`src/rtl/muldiv_unit.sv`:
```
// Multi-cycle radix-2 multiply/divide unit with HI/LO result registers.
// Operands are latched as magnitudes; the sign is fixed up in one extra cycle after the iterations.
module muldiv_unit #(
    parameter int WIDTH = 32,
    parameter int CNT_W = 5
) (
    input  logic             clk_i,
    input  logic             rst_i,
    input  logic             start_i,
    input  logic [1:0]       op_i,
    input  logic [WIDTH-1:0] src1_i,
    input  logic [WIDTH-1:0] src2_i,
    output logic             busy_o,
    output logic             done_o,
    output logic             div_zero_o,
    output logic [WIDTH-1:0] hi_o,
    output logic [WIDTH-1:0] lo_o
);

    localparam int W2 = 2 * WIDTH;

    typedef enum logic [1:0] {
        ST_IDLE = 2'd0,
        ST_CALC = 2'd1,
        ST_FIX  = 2'd2,
        ST_DONE = 2'd3
    } state_t;

    function automatic logic [WIDTH-1:0] cneg_w(input logic [WIDTH-1:0] x, input logic n);
        return n ? (~x + {{(WIDTH-1){1'b0}}, 1'b1}) : x;
    endfunction

    function automatic logic [W2-1:0] cneg_d(input logic [W2-1:0] x, input logic n);
        return n ? (~x + {{(W2-1){1'b0}}, 1'b1}) : x;
    endfunction

    state_t           state_r, state_s;
    logic [CNT_W-1:0] cnt_r;
    logic [W2-1:0]    acc_r;
    logic [WIDTH-1:0] dvsr_r;
    logic             op_div_r, res_neg_r, rem_neg_r;
    logic             accept_s, dz_start_s, signed_s, last_iter_s;
    logic             busy_s, done_s, dz_s;
    logic [WIDTH-1:0] mag1_s, mag2_s;
    logic [WIDTH:0]   mul_sum_s, div_shift_s;
    logic [WIDTH-1:0] div_diff_s;
    logic             div_ge_s;
    logic [W2-1:0]    mul_next_s, div_next_s;

    assign accept_s    = start_i && ((state_r == ST_IDLE) || (state_r == ST_DONE));
    assign dz_start_s  = accept_s && op_i[1] && (src2_i == {WIDTH{1'b0}});
    assign signed_s    = ~op_i[0];
    assign last_iter_s = (cnt_r == CNT_W'(WIDTH - 1));
    assign mag1_s      = cneg_w(src1_i, signed_s & src1_i[WIDTH-1]);
    assign mag2_s      = cneg_w(src2_i, signed_s & src2_i[WIDTH-1]);

    // Multiply: conditional add into the upper half, then shift the accumulator right.
    assign mul_sum_s  = {1'b0, acc_r[W2-1:WIDTH]} + {1'b0, dvsr_r & {WIDTH{acc_r[0]}}};
    assign mul_next_s = {mul_sum_s, acc_r[WIDTH-1:1]};

    // Divide: shift the next dividend bit into the remainder and try to subtract.
    assign div_shift_s = {acc_r[W2-1:WIDTH], acc_r[WIDTH-1]};
    assign div_ge_s    = (div_shift_s >= {1'b0, dvsr_r});
    assign div_diff_s  = div_shift_s[WIDTH-1:0] - dvsr_r;
    assign div_next_s  = {(div_ge_s ? div_diff_s : div_shift_s[WIDTH-1:0]),
                          acc_r[WIDTH-2:0], div_ge_s};

    // State register.
    always_ff @(posedge clk_i or negedge rst_i) begin
        if (!rst_i) begin
            state_r <= ST_IDLE;
        end else begin
            state_r <= state_s;
        end
    end

    // Next-state decode; a zero divisor bypasses the iterations entirely.
    always_comb begin
        state_s = state_r;
        case (state_r)
            ST_IDLE, ST_DONE: begin
                if (accept_s) begin
                    state_s = dz_start_s ? ST_DONE : ST_CALC;
                end else begin
                    state_s = ST_IDLE;
                end
            end
            ST_CALC: begin
                if (last_iter_s) begin
                    state_s = ST_FIX;
                end else begin
                    state_s = ST_CALC;
                end
            end
            ST_FIX:  state_s = ST_DONE;
            default: state_s = ST_IDLE;
        endcase
    end

    // Output decode from the upcoming state so the flags come straight from flops.
    always_comb begin
        busy_s = 1'b0;
        done_s = 1'b0;
        dz_s   = 1'b0;
        case (state_s)
            ST_CALC, ST_FIX: busy_s = 1'b1;
            ST_DONE: begin
                done_s = 1'b1;
                dz_s   = dz_start_s;
            end
            default: busy_s = 1'b0;
        endcase
    end

    // Registered status outputs.
    always_ff @(posedge clk_i or negedge rst_i) begin
        if (!rst_i) begin
            busy_o     <= 1'b0;
            done_o     <= 1'b0;
            div_zero_o <= 1'b0;
        end else begin
            busy_o     <= busy_s;
            done_o     <= done_s;
            div_zero_o <= dz_s;
        end
    end

    // Datapath: operand capture, iteration, sign fix-up and HI/LO write.
    always_ff @(posedge clk_i or negedge rst_i) begin
        if (!rst_i) begin
            cnt_r     <= {CNT_W{1'b0}};
            acc_r     <= {W2{1'b0}};
            dvsr_r    <= {WIDTH{1'b0}};
            op_div_r  <= 1'b0;
            res_neg_r <= 1'b0;
            rem_neg_r <= 1'b0;
            hi_o      <= {WIDTH{1'b0}};
            lo_o      <= {WIDTH{1'b0}};
        end else if (dz_start_s) begin
            hi_o <= src1_i;
            lo_o <= {WIDTH{1'b1}};
        end else if (accept_s) begin
            cnt_r     <= {CNT_W{1'b0}};
            op_div_r  <= op_i[1];
            res_neg_r <= signed_s & (src1_i[WIDTH-1] ^ src2_i[WIDTH-1]);
            rem_neg_r <= signed_s & src1_i[WIDTH-1];
            dvsr_r    <= op_i[1] ? mag2_s : mag1_s;
            acc_r     <= {{WIDTH{1'b0}}, (op_i[1] ? mag1_s : mag2_s)};
        end else if (state_r == ST_CALC) begin
            cnt_r <= cnt_r + {{(CNT_W-1){1'b0}}, 1'b1};
            acc_r <= op_div_r ? div_next_s : mul_next_s;
        end else if (state_r == ST_FIX) begin
            if (op_div_r) begin
                hi_o <= cneg_w(acc_r[W2-1:WIDTH], rem_neg_r);
                lo_o <= cneg_w(acc_r[WIDTH-1:0], res_neg_r);
            end else begin
                {hi_o, lo_o} <= cneg_d(acc_r, res_neg_r);
            end
        end
    end

endmodule

```
`config.mk`:
```
export PLATFORM = sky130hd
export DESIGN_NAME = muldiv_unit
export DESIGN_NICKNAME = d
export VERILOG_FILES = /design/src/rtl/muldiv_unit.sv
export SDC_FILE = /design/constraint.sdc
export NUM_CORES = 1
export LEC_CHECK = 0
export BUFFER_PORTS_ARGS = -buffer_cell sky130_fd_sc_hd__clkbuf_2
export CAP_MARGIN = 20
export CELL_PAD_IN_SITES_DETAIL_PLACEMENT = 1
export CELL_PAD_IN_SITES_GLOBAL_PLACEMENT = 2
export CORE_ASPECT_RATIO = 0.7
export CORE_MARGIN = 3
export CORE_UTILIZATION = 33
export DETAILED_ROUTE_END_ITERATION = 16
export PLACE_DENSITY_LB_ADDON = 0.08
export SKIP_LAST_GASP = 1
export SLEW_MARGIN = 5
export SYNTH_ARGS = -nofsm -noshare
export SYNTH_HDL_FRONTEND = slang
export SYNTH_SLANG_ARGS = --single-unit
```
`constraint.sdc`:
```
create_clock -name clk_i -period 2.95 [get_ports clk_i]
set_input_delay 0.4425 -clock clk_i [delete_from_list [all_inputs] [get_ports clk_i]]
set_output_delay 0.4425 -clock clk_i [all_outputs]
set_load 0.01 [all_outputs]
```
## Word level (Yosys, flattened, before mapping)

Index checks and enable logic that the tools add are counted.

| word-level totals | value |
|---|---|
| register bits after elaboration | 173 |
| output and inout port bits | 67 |
| input bits | 69 |
| logic and storage cells | 85 |

| cells by class | value |
|---|---|
| muxes and demuxes | 30 |
| eq/ne operators | 9 |
| $add $sub $neg | 8 |
| $lt $le $gt $ge | 1 |
| reduce and logical (&&, ||, !) cells | 13 |
| bitwise gates (word level) | 12 |

Operators with widths:

| kind | number |
|---|---|
| $mux W32 | 17 |
| $mux W64 | 4 |
| $add A32 B1 Y32 const B | 4 |
| $not A32 Y32 | 4 |
| $add A64 B1 Y64 const B | 1 |
| $not A64 Y64 | 1 |
| $add A32 B32 Y33 | 1 |
| $ge A33 B32 Y1 | 1 |
| $and A32 B32 Y32 | 1 |
| $logic_not A32 Y1 | 1 |
| $sub A32 B32 Y32 | 1 |
| $mux W5 | 2 |
| $eq A2 B2 Y1 const B | 4 |
| $mux W2 | 3 |
| $pmux W2 S3 | 1 |
| $add A5 B1 Y5 const B | 1 |
| $eq A5 B5 Y1 const B | 1 |
| $eq A2 B1 Y1 const B | 2 |
| $reduce_and A2 Y1 | 2 |
| $reduce_bool A2 Y1 | 2 |
| $reduce_or A2 Y1 | 2 |
| $and A1 B1 Y1 | 3 |
| $logic_and A1 B1 Y1 | 3 |
| $mux W1 | 3 |
| other kinds (7) | 8 |

## Logic depth before layout (Yosys ltp)

| depth | value |
|---|---|
| depth after elaboration | 11 |
| mapped depth | 14 |
| mapped depth without buffers | 14 |

## Least setup slack after synthesis

OpenSTA, ideal clock, no wires.

| path | value |
|---|---|
| kind | input port to flip-flop |
| from | input port src2_i[4] |
| to | register busy_o |
| data required time | 2,824 ps |
| stages on the path | 10 |
| buffers on the path | 3 |
| library setup time | 126 ps |
| arrival | 3,207 ps |
| slack | -383 ps |
| cells stage by stage | or4_4 -> or4_4 -> nor3_4 -> nand3_2 -> or4_1 -> buf_2 -> buf_2 -> clkbuf_1 -> o21ai_0 -> ha_1 |

| on the way | value |
|---|---|
| cells in the longest elaborated chain, start to end | 8 |
| elaborated cells between the ends (all ways) | 9 |
| classes of those cells | 2 x eq/ne; 4 x mux; 3 x reduce/logical |

RTL lines:

| element | RTL line | text |
|---|---|---|
| start: declaration | 12 | `input logic [WIDTH-1:0] src2_i,` |
| $logic_not A32 Y1 (*) | 51 | `assign dz_start_s = accept_s && op_i[1] && (src2_i == {WIDTH{1'b0}});` |
| $logic_and A1 B1 Y1 (*) | 51 |  |
| $mux W2 (*) | 83 | `state_s = dz_start_s ? ST_DONE : ST_CALC;` |
| $mux W2 (*) | 82 | `if (accept_s) begin` |
| $pmux W2 S3 (*) | 80 | `case (state_r)` |
| via state_s[1] | 37 | `state_t state_r, state_s;` |
| $eq A2 B1 Y1 or $eq A2 B2 Y1 (tied branches) | 105 | `case (state_s)` |
| $reduce_or A2 Y1 (*) | 105 |  |
| $mux W1 (*) | 105 |  |
| via busy_s | 43 | `logic busy_s, done_s, dz_s;` |
| end signal: assignment | 122 | `busy_o <= busy_s;` |
| end: declaration | 13 | `output logic busy_o,` |

The timed path passes the listed nets; every way through them passes the cells marked *.
A chain may end at the register's enable or synchronous reset.

## Worst setup path in the final report

| path | value |
|---|---|
| from | register acc_r[23] |
| to | register hi_o[20] |

| on the way | value |
|---|---|
| cells in the longest elaborated chain, start to end | 8 |

RTL lines:

| element | RTL line | text |
|---|---|---|
| start: declaration | 39 | `logic [W2-1:0] acc_r;` |
| start signal: assignment | 132 | `acc_r <= {W2{1'b0}};` |
| start signal: assignment | 148 | `acc_r <= {{WIDTH{1'b0}}, (op_i[1] ? mag1_s : mag2_s)};` |
| start signal: assignment | 151 | `acc_r <= op_div_r ? div_next_s : mul_next_s;` |
| $not A64 Y64 | 34 | `return n ? (~x + {{(W2-1){1'b0}}, 1'b1}) : x;` |
| $add A64 B1 Y64 | 34 |  |
| $mux W64 | 34 |  |
| $mux W32 | 153 | `if (op_div_r) begin` |
| $mux W32 | 152 | `end else if (state_r == ST_FIX) begin` |
| $mux W32 | 149 | `end else if (state_r == ST_CALC) begin` |
| $mux W32 | 142 | `end else if (accept_s) begin` |
| $mux W32 | 139 | `end else if (dz_start_s) begin` |
| end signal: assignment | 140 | `hi_o <= src1_i;` |
| end signal: assignment | 154 | `hi_o <= cneg_w(acc_r[W2-1:WIDTH], rem_neg_r);` |
| end signal: assignment | 157 | `{hi_o, lo_o} <= cneg_d(acc_r, res_neg_r);` |
| end: declaration | 16 | `output logic [WIDTH-1:0] hi_o,` |

No other way between the ends. The select of a mux whose other input is x is not followed.

==> impl_metrics.py <==
metrics = {
    "run_status": {
        "status": "finished with violations",
        "violations": "negative setup slack",
    },
    "drt": {
        "detailedRoute.firstPassIterationCount": 5,
        "drtIter0Drc": 1304,
        "vias": 17200,
        "drt_wl_total_mm": 76.8,
        "postRouteAntennaNets": 0,
        "vias_per_cell": 5.72,
        "drc": 0,
        "wl_per_cell_um": 25.5,
    },
    "critical_path": {
        "cpPeakStageDelay_ns": 0.57,
        "crit_type": "reg2reg",
        "r2r_slack_ns": -0.36,
        "critPathTopFamily": "simple AND/OR/NAND/NOR gates",
        "worst-path-buf-inv": 3,
        "reg2reg_to": "hi_o[20]",
        "startpoint_type": "flop",
        "cp_max_fo": 3,
        "r2r_cells": 12,
        "arrival_ns": 3.65,
        "crit_start": "acc_r[23]",
        "r2r-start": "acc_r[23]",
        "critPathRequiredTime_ns": 3.30,
        "end_kind": "flop",
        "slowest_stage": "or4_4",
        "crit_chain": "or4_4 > or4_4 > or3_4 > nor4_4 > buf_4 > nand2b_4 > buf_12 > nand2_2 > o21ai_2 > xor2_1 > buf_4 > o21ai_2",
    },
    "synth": {
        "synth.most_common_cell": "o21ai_0",
        "syn-num-nets": 1984,
        "synth_edf_count": 0,
        "syn_inst": 1840,
        "async_reset_ff_frac": 1.00,
        "syn_area_um2": 14500,
        "syn_area_per_cell_um2": 7.88,
        "yosysWarnings": 0,
        "synth-main-ff-cell": "dfrtp_1",
        "synthTopCellsByCount": "218 x o21ai_0, 183 x a21oi_1, 179 x nand2_1, 173 x dfrtp_1, 155 x nor2_1",
        "synth_top_area_share": 0.299,
        "ys_ff_latch": 173,
        "yosysTopAreaCell": "dfrtp_1",
        "ys_top_cells_by_area": "dfrtp_1 30%, o21ai_0 7.5%, a21oi_1 6.3%",
        "ys_types": 73,
        "ys_seq_area_frac": 0.299,
    },
    "power_and_ir_drop": {
        "p_leak_nw": 10.2,
        "power_density_nw_per_um2": 1080,
        "vdd_drop_max_mv": 0.500,
    },
    "final_layout": {
        "ff_latch_area_um2": 4340,
        "final_layout_size_suffix_gt1_frac": 0.424,
        "area_growth_pct": 55.6,
        "fin_nets": 2560,
        "final_core_util": 0.526,
        "multi_input_area_um2": 11400,
        "nFillCells": 5100,
    },
    "sta": {
        "fin_crit_sh": 1.12,
        "drv_slew": 0,
        "min_period_ns": 3.31,
        "whs_ns": 0.0320,
        "tightestPinTransition_ns": 1.23,
        "skew_ns": 0.0162,
        "setup_violations": 51,
        "worst_slack_ns": -0.356,
        "rsz0062_at_grt": "yes",
        "slew_headroom": 0.180,
        "hold_viol": 0,
        "max_freq_mhz": 302,
    },
    "placed_design": {
        "port_buffers": 135,
        "place.gp.congestion": 0.962,
        "dp_hpwl_mm": 58.5,
    },
    "global_routing": {
        "grt_max_degree": 79,
        "gr-total-overflow": 0,
        "grt_usage": 0.318,
        "grt_pass1_vias": 17500,
        "grt_pass1_wl_mm": 112,
        "antenna_found_initial": 1,
    },
    "floorplanning": {
        "start_util": 0.338,
        "die_h_um": 181,
        "pin_count": 136,
        "die_x_um": 257,
        "fp-row-count": 63,
        "core_um2": 42900,
        "die_area_um2": 46500,
    },
    "clock_network": {
        "cts_tree": "yes",
        "h-tree-depth": 4,
        "clock_path_buffers": 2,
        "cts_buffers": 17,
        "cts.clk_slew.worst_paths_ns": 0.08,
        "cts_sinks": 173,
        "clk_latency_ns": 0.47,
        "cts_root_buf": "clkbuf_16",
    },
    "min_path": {
        "hold_path.class": "in2async",
    },
    "job": {
        "max-cap-violations": 0,
    },
}
cell type report:
class / instances / share of cell area
inverters: 55 / 0.00926
clock buffers: 17 / 0.0189
multi-input cells: 1498 / 0.506
diodes: 2 / 0.000222
repair buffers: 671 / 0.232
well taps: 585 / 0.0324
flip-flops and latches: 173 / 0.192
clock inverters: 15 / 0.00876
report_power, final:
group	total, W	switching [W]	internal (W)
logic	0.0182	0.0100	0.00819
clock network	0.00255	0.00119	0.00137
registers	0.00360	0.000596	0.00301
total	0.0244	0.0118	0.0126
routing by layer:
layer / up-vias / routed length (um) / GRT usage
li1: 7817 / - / -
met1: 8732 / 35800 / 0.458
met2: 604 / 32800 / 0.464
met3: 83 / 6910 / 0.101
met4: 2 / 1200 / 0.0621
met5: - / 130 / 0.0195
what timing repair did:
item	CTS	global route
endpoints found under the hold margin	0	0
gates resized for setup	273	222
hold buffers	0	0
endpoints found under the setup margin	113	113
buffers inserted	41	54
pin swaps	95	146
gates cloned	5	1
how the worst max path moves through the flow:
stage / to / slack (ns) / cells after the start
global placement: acc_r[0] / -0.62 / 11
CTS: hi_o[6] / -0.41 / 12
floorplan: busy_o / -0.37 / 10
detailed placement: hi_o[6] / -0.75 / 12
finish: hi_o[20] / -0.36 / 12
global route: acc_r[62] / -0.48 / 16
sequential cells by signal (all words and copies together), names as in the netlist:
name        cells
op_div_r        1
hi_o           32
div_zero_o      1
rem_neg_r       1
dvsr_r         32
cnt_r           5
state_r         2
done_o          1
lo_o           32
busy_o          1
res_neg_r       1
acc_r          64
cell families (layout without fill, tap and decap cells):
group / after synthesis / count (layout) / share of synthesized area
buffers and inverters: 169 / 758 / 0.0478
adders and majority gates: 75 / 75 / 0.0658
DFF: 173 / 173 / 0.299
AOI/OAI and AO/OA: 645 / 645 / 0.267
other: 0 / 2 / 0
and+or+nand+nor: 559 / 559 / 0.183
xor gates and xnor gates: 168 / 168 / 0.101
muxes: 51 / 51 / 0.0361
metrics by stage:
| stage | worst slack [ns] | TNS [ns] | cells | area (um2) | total power (W) |
|---|---|---|---|---|---|
| floorplan | -0.366 | -28.15 | 1840 | 14600 | 0.0108 |
| global placement | -0.618 | -66.44 | 2901 | 19100 | 0.0174 |
| detailed placement | -0.750 | -74.58 | 2901 | 19100 | 0.0177 |
| CTS | -0.411 | -12.72 | 2975 | 21400 | 0.0224 |
| global route | -0.479 | -15.11 | 3016 | 22600 | 0.0257 |
| finish | -0.356 | -9.86 | 3016 | 22600 | 0.0244 |
cells in the final DEF (no fill, tap or decap), drive strengths merged, types with 4 or more instances in the layout:
cell type / count
nand2: 180
buf: 535
a22oi: 20
and3: 25
a22o: 6
o221ai: 13
a21o: 21
o31ai: 28
nor3: 39
o21bai: 9
and2: 10
xnor2: 67
nand2b: 21
nor2: 155
or2: 7
o41ai: 10
o21ai: 227
nand3: 27
mux2i: 41
o21a: 19
mux2: 10
nor4: 16
or3: 29
xor2: 101
nand4: 12
a211oi: 8
clkinv: 4
o22ai: 18
clkbuf: 153
a31oi: 16
a311oi: 4
a21oi: 184
o211ai: 30
ha: 73
inv: 62
dfrtp: 173
or4: 16
nor2b: 13
worst reg2reg max path, cell delays in order (launching register included):
cell and delay, ns:
dfrtp_1 0.39, or4_4 0.57, or4_4 0.47, or3_4 0.38
nor4_4 0.31, buf_4 0.17, nand2b_4 0.15, buf_12 0.12
nand2_2 0.05, o21ai_2 0.19, xor2_1 0.22, buf_4 0.16
o21ai_2 0.05
No activity file was read; power rests on OpenSTA's default activity.
